[config.mk]
export PLATFORM = sky130hd
export DESIGN_NAME = hazard_ctrl_flat
export DESIGN_NICKNAME = d
export VERILOG_FILES = /design/src/rtl/hazard_if.sv /design/src/rtl/hazard_ctrl.sv /design/src/flat_wrapper.sv
export SDC_FILE = /design/constraint.sdc
export NUM_CORES = 1
export LEC_CHECK = 0
export BUFFER_PORTS_ARGS = -buffer_cell sky130_fd_sc_hd__buf_2
export CAP_MARGIN = 20
export CELL_PAD_IN_SITES_DETAIL_PLACEMENT = 0
export CELL_PAD_IN_SITES_GLOBAL_PLACEMENT = 1
export CORE_ASPECT_RATIO = 0.75
export CORE_UTILIZATION = 38
export CTS_CLUSTER_SIZE = 16
export DETAILED_ROUTE_END_ITERATION = 8
export GPL_TIMING_DRIVEN = 1
export PLACE_DENSITY = 0.83
export SKIP_LAST_GASP = 1
export SLEW_MARGIN = 0
export SYNTH_ARGS = -nofsm -noshare
export SYNTH_HDL_FRONTEND = slang
export SYNTH_SLANG_ARGS = --single-unit
[constraint.sdc]
create_clock -name clk -period 2.4 [get_ports clk]
set_clock_uncertainty 0.1 [all_clocks]
set_input_delay 0.36 -clock clk [delete_from_list [all_inputs] [get_ports clk]]
set_output_delay 0.36 -clock clk [all_outputs]
set_load 0.005 [all_outputs]
[src/rtl/hazard_if.sv]
// Pipeline-control bus between the 5-stage core datapath and hazard_ctrl.
// The datapath side drives the stage tags and the memory status; hazard_ctrl returns the stalls, flushes, forwarding selects and status.
interface hazard_if #(
  parameter int CNT_W = 32
);
  logic [4:0]       rs1_addrD;
  logic [4:0]       rs2_addrD;
  logic [4:0]       rs1_addrE;
  logic [4:0]       rs2_addrE;
  logic [4:0]       rdE;
  logic             MemReadE;
  logic             PCSrcE;
  logic [4:0]       rdM;
  logic             RegWriteM;
  logic             MemReqM;
  logic             MemReadyM;
  logic [4:0]       rdW;
  logic             RegWriteW;
  logic             StallF;
  logic             StallD;
  logic             StallE;
  logic             StallM;
  logic             FlushD;
  logic             FlushE;
  logic             FlushW;
  logic [1:0]       ForwardAE;
  logic [1:0]       ForwardBE;
  logic             mem_timeout;
  logic [CNT_W-1:0] stall_cnt;
  logic [CNT_W-1:0] flush_cnt;
  logic             dbg_state;

  modport master (
    output rs1_addrD, rs2_addrD, rs1_addrE, rs2_addrE, rdE, MemReadE, PCSrcE,
    output rdM, RegWriteM, MemReqM, MemReadyM, rdW, RegWriteW,
    input  StallF, StallD, StallE, StallM, FlushD, FlushE, FlushW,
    input  ForwardAE, ForwardBE, mem_timeout, stall_cnt, flush_cnt, dbg_state
  );

  modport slave (
    input  rs1_addrD, rs2_addrD, rs1_addrE, rs2_addrE, rdE, MemReadE, PCSrcE,
    input  rdM, RegWriteM, MemReqM, MemReadyM, rdW, RegWriteW,
    output StallF, StallD, StallE, StallM, FlushD, FlushE, FlushW,
    output ForwardAE, ForwardBE, mem_timeout, stall_cnt, flush_cnt, dbg_state
  );
endinterface

[src/rtl/hazard_ctrl.sv]
// Hazard and forwarding control for the 5-stage core: combinational stall/flush/forward
// decisions, a RUN/MEM_WAIT tracker for slow data memory, and saturating perf counters.
module hazard_ctrl #(
  parameter int CNT_W    = 32,
  parameter int MAX_WAIT = 16
) (
  input logic     clk,
  input logic     rst,
  hazard_if.slave bus
);
  localparam int WW = $clog2(MAX_WAIT + 1);
  localparam logic [WW-1:0] MAX_W = WW'(MAX_WAIT);
  localparam logic [WW-1:0] ONE_W = WW'(1);

  typedef enum logic {ST_RUN = 1'b0, ST_MEM_WAIT = 1'b1} state_t;

  state_t           r_state;
  logic [WW-1:0]    r_wait_cnt;
  logic             r_mem_timeout;
  logic [CNT_W-1:0] r_stall_cnt;
  logic [CNT_W-1:0] r_flush_cnt;

  logic             w_mem_stall;
  logic             w_lw_stall;
  logic             w_branch;
  logic             w_stall_f;
  logic             w_stall_d;
  logic             w_stall_e;
  logic             w_stall_m;
  logic             w_flush_d;
  logic             w_flush_e;
  logic             w_flush_w;
  logic [1:0]       w_fwd_a;
  logic [1:0]       w_fwd_b;
  logic [WW-1:0]    w_wait_inc;

  // Every hazard term is gated by rst so the pipeline sees a quiet control bus during reset.
  assign w_mem_stall = ~rst & bus.MemReqM & ~bus.MemReadyM;
  assign w_lw_stall  = ~rst & bus.MemReadE & (bus.rdE != 5'd0) &
                       ((bus.rdE == bus.rs1_addrD) | (bus.rdE == bus.rs2_addrD));
  assign w_branch    = ~rst & bus.PCSrcE;

  always_comb begin
    w_fwd_a = 2'b00;
    w_fwd_b = 2'b00;
    if (!rst) begin
      if (bus.RegWriteM && (bus.rdM != 5'd0) && (bus.rdM == bus.rs1_addrE)) begin
        w_fwd_a = 2'b10;
      end else if (bus.RegWriteW && (bus.rdW != 5'd0) && (bus.rdW == bus.rs1_addrE)) begin
        w_fwd_a = 2'b01;
      end
      if (bus.RegWriteM && (bus.rdM != 5'd0) && (bus.rdM == bus.rs2_addrE)) begin
        w_fwd_b = 2'b10;
      end else if (bus.RegWriteW && (bus.rdW != 5'd0) && (bus.rdW == bus.rs2_addrE)) begin
        w_fwd_b = 2'b01;
      end
    end
  end

  // A memory freeze holds EX too, so a pending PCSrcE simply reappears in the release cycle.
  always_comb begin
    w_stall_f = 1'b0;
    w_stall_d = 1'b0;
    w_stall_e = 1'b0;
    w_stall_m = 1'b0;
    w_flush_d = 1'b0;
    w_flush_e = 1'b0;
    w_flush_w = 1'b0;
    if (w_mem_stall) begin
      w_stall_f = 1'b1;
      w_stall_d = 1'b1;
      w_stall_e = 1'b1;
      w_stall_m = 1'b1;
      w_flush_w = 1'b1;
    end else if (w_branch) begin
      w_flush_d = 1'b1;
      w_flush_e = 1'b1;
    end else if (w_lw_stall) begin
      w_stall_f = 1'b1;
      w_stall_d = 1'b1;
      w_flush_e = 1'b1;
    end
  end

  assign w_wait_inc = (r_wait_cnt == MAX_W) ? r_wait_cnt : r_wait_cnt + ONE_W;

  always_ff @(posedge clk) begin
    if (rst) begin
      r_state       <= ST_RUN;
      r_wait_cnt    <= '0;
      r_mem_timeout <= 1'b0;
      r_stall_cnt   <= '0;
      r_flush_cnt   <= '0;
    end else begin
      if (w_stall_f && (r_stall_cnt != {CNT_W{1'b1}})) begin
        r_stall_cnt <= r_stall_cnt + CNT_W'(1);
      end
      if (w_flush_e && (r_flush_cnt != {CNT_W{1'b1}})) begin
        r_flush_cnt <= r_flush_cnt + CNT_W'(1);
      end
      case (r_state)
        ST_RUN: begin
          if (w_mem_stall) begin
            r_state    <= ST_MEM_WAIT;
            r_wait_cnt <= ONE_W;
            if (ONE_W == MAX_W) r_mem_timeout <= 1'b1;
          end
        end
        ST_MEM_WAIT: begin
          // Leaves on ready or on a withdrawn request; the timeout never forces an exit.
          if (!w_mem_stall) begin
            r_state    <= ST_RUN;
            r_wait_cnt <= '0;
          end else begin
            r_wait_cnt <= w_wait_inc;
            if (w_wait_inc == MAX_W) r_mem_timeout <= 1'b1;
          end
        end
        default: begin
          r_state    <= ST_RUN;
          r_wait_cnt <= '0;
        end
      endcase
    end
  end

  assign bus.StallF      = w_stall_f;
  assign bus.StallD      = w_stall_d;
  assign bus.StallE      = w_stall_e;
  assign bus.StallM      = w_stall_m;
  assign bus.FlushD      = w_flush_d;
  assign bus.FlushE      = w_flush_e;
  assign bus.FlushW      = w_flush_w;
  assign bus.ForwardAE   = w_fwd_a;
  assign bus.ForwardBE   = w_fwd_b;
  assign bus.mem_timeout = r_mem_timeout;
  assign bus.stall_cnt   = r_stall_cnt;
  assign bus.flush_cnt   = r_flush_cnt;
  assign bus.dbg_state   = r_state;
endmodule

[src/flat_wrapper.sv]
// flat-port wrapper written by rule: the top's interface ports become plain ports
module hazard_ctrl_flat 
#(
  parameter int CNT_W    = 32,
  parameter int MAX_WAIT = 16
)
  (clk, rst, bus_rs1_addrD, bus_rs2_addrD, bus_rs1_addrE, bus_rs2_addrE, bus_rdE, bus_MemReadE, bus_PCSrcE, bus_rdM, bus_RegWriteM, bus_MemReqM, bus_MemReadyM, bus_rdW, bus_RegWriteW, bus_StallF, bus_StallD, bus_StallE, bus_StallM, bus_FlushD, bus_FlushE, bus_FlushW, bus_ForwardAE, bus_ForwardBE, bus_mem_timeout, bus_stall_cnt, bus_flush_cnt, bus_dbg_state);
  hazard_if #(.CNT_W(CNT_W)) bus_i ();
  input logic clk;
  input logic rst;
  input wire logic [$bits(bus_i.rs1_addrD)-1:0] bus_rs1_addrD;
  input wire logic [$bits(bus_i.rs2_addrD)-1:0] bus_rs2_addrD;
  input wire logic [$bits(bus_i.rs1_addrE)-1:0] bus_rs1_addrE;
  input wire logic [$bits(bus_i.rs2_addrE)-1:0] bus_rs2_addrE;
  input wire logic [$bits(bus_i.rdE)-1:0] bus_rdE;
  input wire logic [$bits(bus_i.MemReadE)-1:0] bus_MemReadE;
  input wire logic [$bits(bus_i.PCSrcE)-1:0] bus_PCSrcE;
  input wire logic [$bits(bus_i.rdM)-1:0] bus_rdM;
  input wire logic [$bits(bus_i.RegWriteM)-1:0] bus_RegWriteM;
  input wire logic [$bits(bus_i.MemReqM)-1:0] bus_MemReqM;
  input wire logic [$bits(bus_i.MemReadyM)-1:0] bus_MemReadyM;
  input wire logic [$bits(bus_i.rdW)-1:0] bus_rdW;
  input wire logic [$bits(bus_i.RegWriteW)-1:0] bus_RegWriteW;
  output wire logic [$bits(bus_i.StallF)-1:0] bus_StallF;
  output wire logic [$bits(bus_i.StallD)-1:0] bus_StallD;
  output wire logic [$bits(bus_i.StallE)-1:0] bus_StallE;
  output wire logic [$bits(bus_i.StallM)-1:0] bus_StallM;
  output wire logic [$bits(bus_i.FlushD)-1:0] bus_FlushD;
  output wire logic [$bits(bus_i.FlushE)-1:0] bus_FlushE;
  output wire logic [$bits(bus_i.FlushW)-1:0] bus_FlushW;
  output wire logic [$bits(bus_i.ForwardAE)-1:0] bus_ForwardAE;
  output wire logic [$bits(bus_i.ForwardBE)-1:0] bus_ForwardBE;
  output wire logic [$bits(bus_i.mem_timeout)-1:0] bus_mem_timeout;
  output wire logic [$bits(bus_i.stall_cnt)-1:0] bus_stall_cnt;
  output wire logic [$bits(bus_i.flush_cnt)-1:0] bus_flush_cnt;
  output wire logic [$bits(bus_i.dbg_state)-1:0] bus_dbg_state;
  assign bus_i.rs1_addrD = bus_rs1_addrD;
  assign bus_i.rs2_addrD = bus_rs2_addrD;
  assign bus_i.rs1_addrE = bus_rs1_addrE;
  assign bus_i.rs2_addrE = bus_rs2_addrE;
  assign bus_i.rdE = bus_rdE;
  assign bus_i.MemReadE = bus_MemReadE;
  assign bus_i.PCSrcE = bus_PCSrcE;
  assign bus_i.rdM = bus_rdM;
  assign bus_i.RegWriteM = bus_RegWriteM;
  assign bus_i.MemReqM = bus_MemReqM;
  assign bus_i.MemReadyM = bus_MemReadyM;
  assign bus_i.rdW = bus_rdW;
  assign bus_i.RegWriteW = bus_RegWriteW;
  assign bus_StallF = bus_i.StallF;
  assign bus_StallD = bus_i.StallD;
  assign bus_StallE = bus_i.StallE;
  assign bus_StallM = bus_i.StallM;
  assign bus_FlushD = bus_i.FlushD;
  assign bus_FlushE = bus_i.FlushE;
  assign bus_FlushW = bus_i.FlushW;
  assign bus_ForwardAE = bus_i.ForwardAE;
  assign bus_ForwardBE = bus_i.ForwardBE;
  assign bus_mem_timeout = bus_i.mem_timeout;
  assign bus_stall_cnt = bus_i.stall_cnt;
  assign bus_flush_cnt = bus_i.flush_cnt;
  assign bus_dbg_state = bus_i.dbg_state;
  hazard_ctrl #(.CNT_W(CNT_W), .MAX_WAIT(MAX_WAIT)) u_core (.clk(clk), .rst(rst), .bus(bus_i));
endmodule
* Word-level counts from Yosys, hierarchy flattened
Index checks and enable logic that the tools add are counted.
Operators by class: $add $sub $neg 3, multipliers 0, div/mod/pow operators 0, $lt $le $gt $ge 0, equal/unequal tests 11, shift operators 0, mux-type cells 18, bitwise operators 10, reduce and logical (&&, ||, !) cells 12
Operators with widths (count):
- $add A32 B1 Y32 const B | 2
- $ne A32 B32 Y1 const B | 2
- $eq A5 B5 Y1 | 6
- $mux W5 | 3
- $reduce_bool A5 Y1 | 3
- $eq A5 B5 Y1 const B | 2
- $mux W1 | 10
- $pmux W5 S2 | 1
- $logic_and A1 B1 Y1 | 8
- $mux W2 | 4
- $and A1 B1 Y1 | 6
- $add A5 B1 Y5 const B | 1
- $not A1 Y1 | 3
- $reduce_and A3 Y1 | 1
- $ne A2 B1 Y1 const B | 1
- $or A1 B1 Y1 | 1
Storage, ports and cells: register bits after elaboration 71, latch bits 0, memory bits (writable) 0, memory bits (read-only) 0, input bits 43, output and inout bits 77, logic and storage cells 59, memories 0

* Depth between registers and ports, before layout
depth in word-level cells 8, gate-level depth with buffers 9, gate-level depth less buffers 7

* Worst setup path before layout
Ideal clock, no wire load.
path type input-to-reg, start in bus_rdE[2], end reg u_core.r_stall_cnt[19] (netlist: u_core.bus.stall_cnt[19]), library setup time 132 ps, arrival time 1945 ps, required time 2168 ps, slack 222 ps, stages 8, path buffers 2, cells stage by stage xor2_1 -> nor3_2 -> a22oi_1 -> o41a_1 -> buf_6 -> buf_2 -> o41ai_1 -> a21oi_1
Between the ends: word-level cells in the longest chain between the ends 7, elaborated cells between the ends (all ways) 10, those cells by class eq/ne: 2; mux: 3; bitwise: 3; reduce/logical: 2
Ends and longest elaborated chain:
- start: declaration | line flat_wrapper.sv:15 | input wire logic [$bits(bus_i.rdE)-1:0] bus_rdE;
- $eq A5 B5 Y1 / $reduce_bool A5 Y1 (equally long branches) | line hazard_ctrl.sv:40, hazard_ctrl.sv:39
- $or A1 B1 Y1 / $and A1 B1 Y1 (equally long branches) | line hazard_ctrl.sv:40, hazard_ctrl.sv:39
- $and A1 B1 Y1 * | line hazard_ctrl.sv:39 | assign w_lw_stall = ~rst & bus.MemReadE & (bus.rdE != 5'd0) &
- $mux W1 * | line hazard_ctrl.sv:78 | end else if (w_lw_stall) begin
- $mux W1 * | line hazard_ctrl.sv:75 | end else if (w_branch) begin
- $mux W1 * | line hazard_ctrl.sv:69 | if (w_mem_stall) begin
- $logic_and A1 B1 Y1 * | line hazard_ctrl.sv:95 | if (w_stall_f && (r_stall_cnt != {CNT_W{1'b1}})) begin
- end signal: assignment | line hazard_ctrl.sv:96 | r_stall_cnt <= r_stall_cnt + CNT_W'(1);
- end: declaration | line hazard_ctrl.sv:20 | logic [CNT_W-1:0] r_stall_cnt;
Every way passes the cells marked *; elsewhere a longest branch is shown, timed or not. A chain may end at the register's enable or synchronous reset.

* Final worst setup path
start reg u_core.r_flush_cnt[0] (netlist: u_core.bus.flush_cnt[0]), end reg u_core.r_flush_cnt[27] (netlist: u_core.bus.flush_cnt[27])
Between the ends: word-level cells in the longest chain between the ends 2, elaborated cells between the ends (all ways) 3, those cells by class add/sub: 1; eq/ne: 1; reduce/logical: 1
Ends and longest elaborated chain:
- start: declaration | line hazard_ctrl.sv:21 | logic [CNT_W-1:0] r_flush_cnt;
- start signal: assignment | line hazard_ctrl.sv:99 | r_flush_cnt <= r_flush_cnt + CNT_W'(1);
- parallel branches: the longest is 2 deep, another holds $add A32 B1 Y32
Parallel ways; which one is timed is not known.

==> metrics <==
EDFF count, synth=0; Finished Core Util=53.3%; top cells by area, synth=dfxtp_1, a21oi_1, nand3_1, xor2_1, or3_1; vias after detailed routing=4,606; Post-Synth Adder-Cell Area=1.19%; Synth Area in XOR/XNOR=7.11%; Pint=2270 uW; worst skew pair latency=0.33 ns; GRT overflow=0; Yosys warnings=0; critical setup path kind=reg2reg; Yosys top cell by area=dfxtp_1; CP Capture Type=flop; TritonCTS clock tree=built; routed length per instance=15.4 um; # DRC=0; RSZ-0062 raised after global routing=yes; initial DRC count=384; Crit Path Max Fanout=14; Mapped Cells=529; pwr/cell area=523 nW/um2; fin crit period=2.32 ns; io pins=between 100 and 150; Num CTS Buffers=9; delay-heaviest family, CP=simple AND/OR/NAND/NOR gates; Gate power share=9.2%; Design Area, Final=5590 um2; worst min-delay path category=in2reg; Tightest Pin Transition=0.407 ns; Max-slew headroom=72.8%; post-route clock period utilization=96.6%; multiplexer share of the synthesized area=2.57%; Crit path top cell by count=buf_12; post-synth net total=between 500 and 600; Routed WL=approximately 13 mm; Final GP Congestion=around 0.94; CTS Buffer Depth=2; maximum vdd drop=425 uV; Post-layout nets=722; row cnt=32; H-tree depth=3; Net Switching=649 uW; synth unique cells=50; die height=92.9 um; pin count of the biggest net entering global routing=34; Max Fclk=431 MHz; Root Driver=clkbuf_16; Critical path buffers and inverters=2; final-report setup violation count=0; total power=2920 uW; first-pass GRT wire length=20.0 mm; hpwl dp=9.47 mm; largest family of logic cells by synthesized area=simple AND/OR/NAND/NOR gates; vias per inst=~5.6; Worst path slowest cell=or4_1; Post-synth top cells=dfxtp_1, a21oi_1, nand3_1; fraction of registers with async set/reset=0%; Main synth FF type=dfxtp_1; die area=11,500 um2; simple-gate share of the synthesized area=32.8%; Die W=roughly 120 um; Reg clk slew, reported paths=0.06 ns; vias in the first global route=4,186; synthesis-to-layout area growth=33.4%; synthesized area=4190 um2; Fin. Hold Viols=0; sw frac=22.2%; core area=roughly 10,000 um2; Syn Area/Cell=7.92 um2; fillers=1,021; share of cells above drive strength 1=29.6%; Initial Util=39.9%; Static Leak=0.00227 uW; clock power share=between 50% and 60%; setup_tns=0 ns; Slew Limit Fails=0; crit-path cells=ha_1 -> and3_1 -> and4_1 -> nand3_1 -> nand3b_1 -> buf_12 -> buf_12 -> or4_1 -> a21oi_1; CTS Sinks=71; Synth top area share=33.9%; initial antenna violation count=1; CP Launch Type=flop; Port Buffers=119; register area share after synthesis=33.9%; GRT Util Overall=between 20% and 30%; status=finished, final reports clean; CP arrival=roughly 2.5 ns; Worst EP required=2.56 ns; number of routed nets with antenna violations=0; most common cell in the netlist=dfxtp_1; placed instance area=5220 um2; total of max-cap violations=0; CP peak stage delay=0.49 ns; Seq cells post-synth=71; compound-gate portion of the synthesized area=17.9%; Flop pwr share=40.8%; Initial DRT Pass Iterations=6
-- what timing repair did --
action                     CTS  global route
hold buffers                 0             0
setup endpoints to repair    0            22
setup buffers                0             3
resized for setup            0             7
-- area by class of cell --
| type | count | area [um2] | area share (%) |
|---|---|---|---|
| Tap cell | 136 | 170 | 3.04 |
| Multi-Input combinational cell | 415 | 2590 | 46.4 |
| Clock inverter | 3 | 65.1 | 1.16 |
| Timing Repair Buffer | 167 | 1030 | 18.4 |
| Antenna cell | 1 | 2.50 | 0.0448 |
| Sequential cell | 71 | 1430 | 25.5 |
| Inverter | 11 | 41.3 | 0.739 |
| Clock buffer | 13 | 260 | 4.66 |
-- flip-flops by register name (all words and copies together) (netlist names) --
register	cells
u_core.bus.flush_cnt	32
u_core.bus.mem_timeout	1
u_core.bus.dbg_state	1
u_core.bus.stall_cnt	32
u_core.r_wait_cnt	5
-- cell families (layout without fill, tap and decap cells) --
logic type / Yosys count / after routing
AND/OR/NAND/NOR: 244 / 244
AO/OA/AOI/OAI: 123 / 123
flip-flops: 71 / 71
buffers and inverters: 43 / 194
XOR/XNOR: 34 / 34
multiplexers: 10 / 10
adder cells (fa/ha/maj): 4 / 4
other: 0 / 1
-- metal layers --
metal	GRT usage, %	routed length (um)	up-vias
li1	-	-	2293
met1	29.7	5940	2158
met2	35.1	5660	140
met3	4.43	746	15
met4	8.84	238	0
met5	0	0	-
-- worst reg2reg max path: stages, from the launching register on --
cell,delay [ns]
dfxtp_1,0.31
ha_1,0.24
and3_1,0.18
and4_1,0.21
nand3_1,0.11
nand3b_1,0.13
buf_12,0.18
buf_12,0.14
or4_1,0.49
a21oi_1,0.15
-- worst paths after layout --
path                            from  cells after the start  slack [ns]                  endpoint
max reg2reg  u_core.bus.flush_cnt[0]                      9        0.08  u_core.bus.flush_cnt[27]
max          u_core.bus.flush_cnt[0]                      9        0.08  u_core.bus.flush_cnt[27]
min                              rst                      3        0.31  u_core.bus.stall_cnt[14]
min reg2reg   u_core.bus.mem_timeout                      2        0.38    u_core.bus.mem_timeout
-- through the flow --
step,worst slack [ns],cells,hold WS (ns)
final,0.0823,817,0.314
after global routing,-0.0651,816,0.319
after CTS,0.0790,813,0.306
after detailed placement,-0.0995,797,0.364
after global placement,0.00168,797,0.359
after floorplan,0.222,529,0.365
-- placed cells by master, fill, tap and decap left out, drive strengths merged, types with 20 or more instances in the layout --
cell type	n
or4	21
nand3	42
nor2	32
o21ai	34
a21oi	47
xor2	23
or3	27
nand2	36
nand4	20
buf	167
dfxtp	71
-- power groups by stage --
stage,Sequential (uW),Combinational [uW],Clock (uW)
detailed placement,1220,267,0
global placement,1220,260,0
finish,1190,270,1460
global route,1190,296,1540
floorplan,1220,127,0
CTS,1190,268,1490
Note: power is estimated with default switching activity, not from simulation.
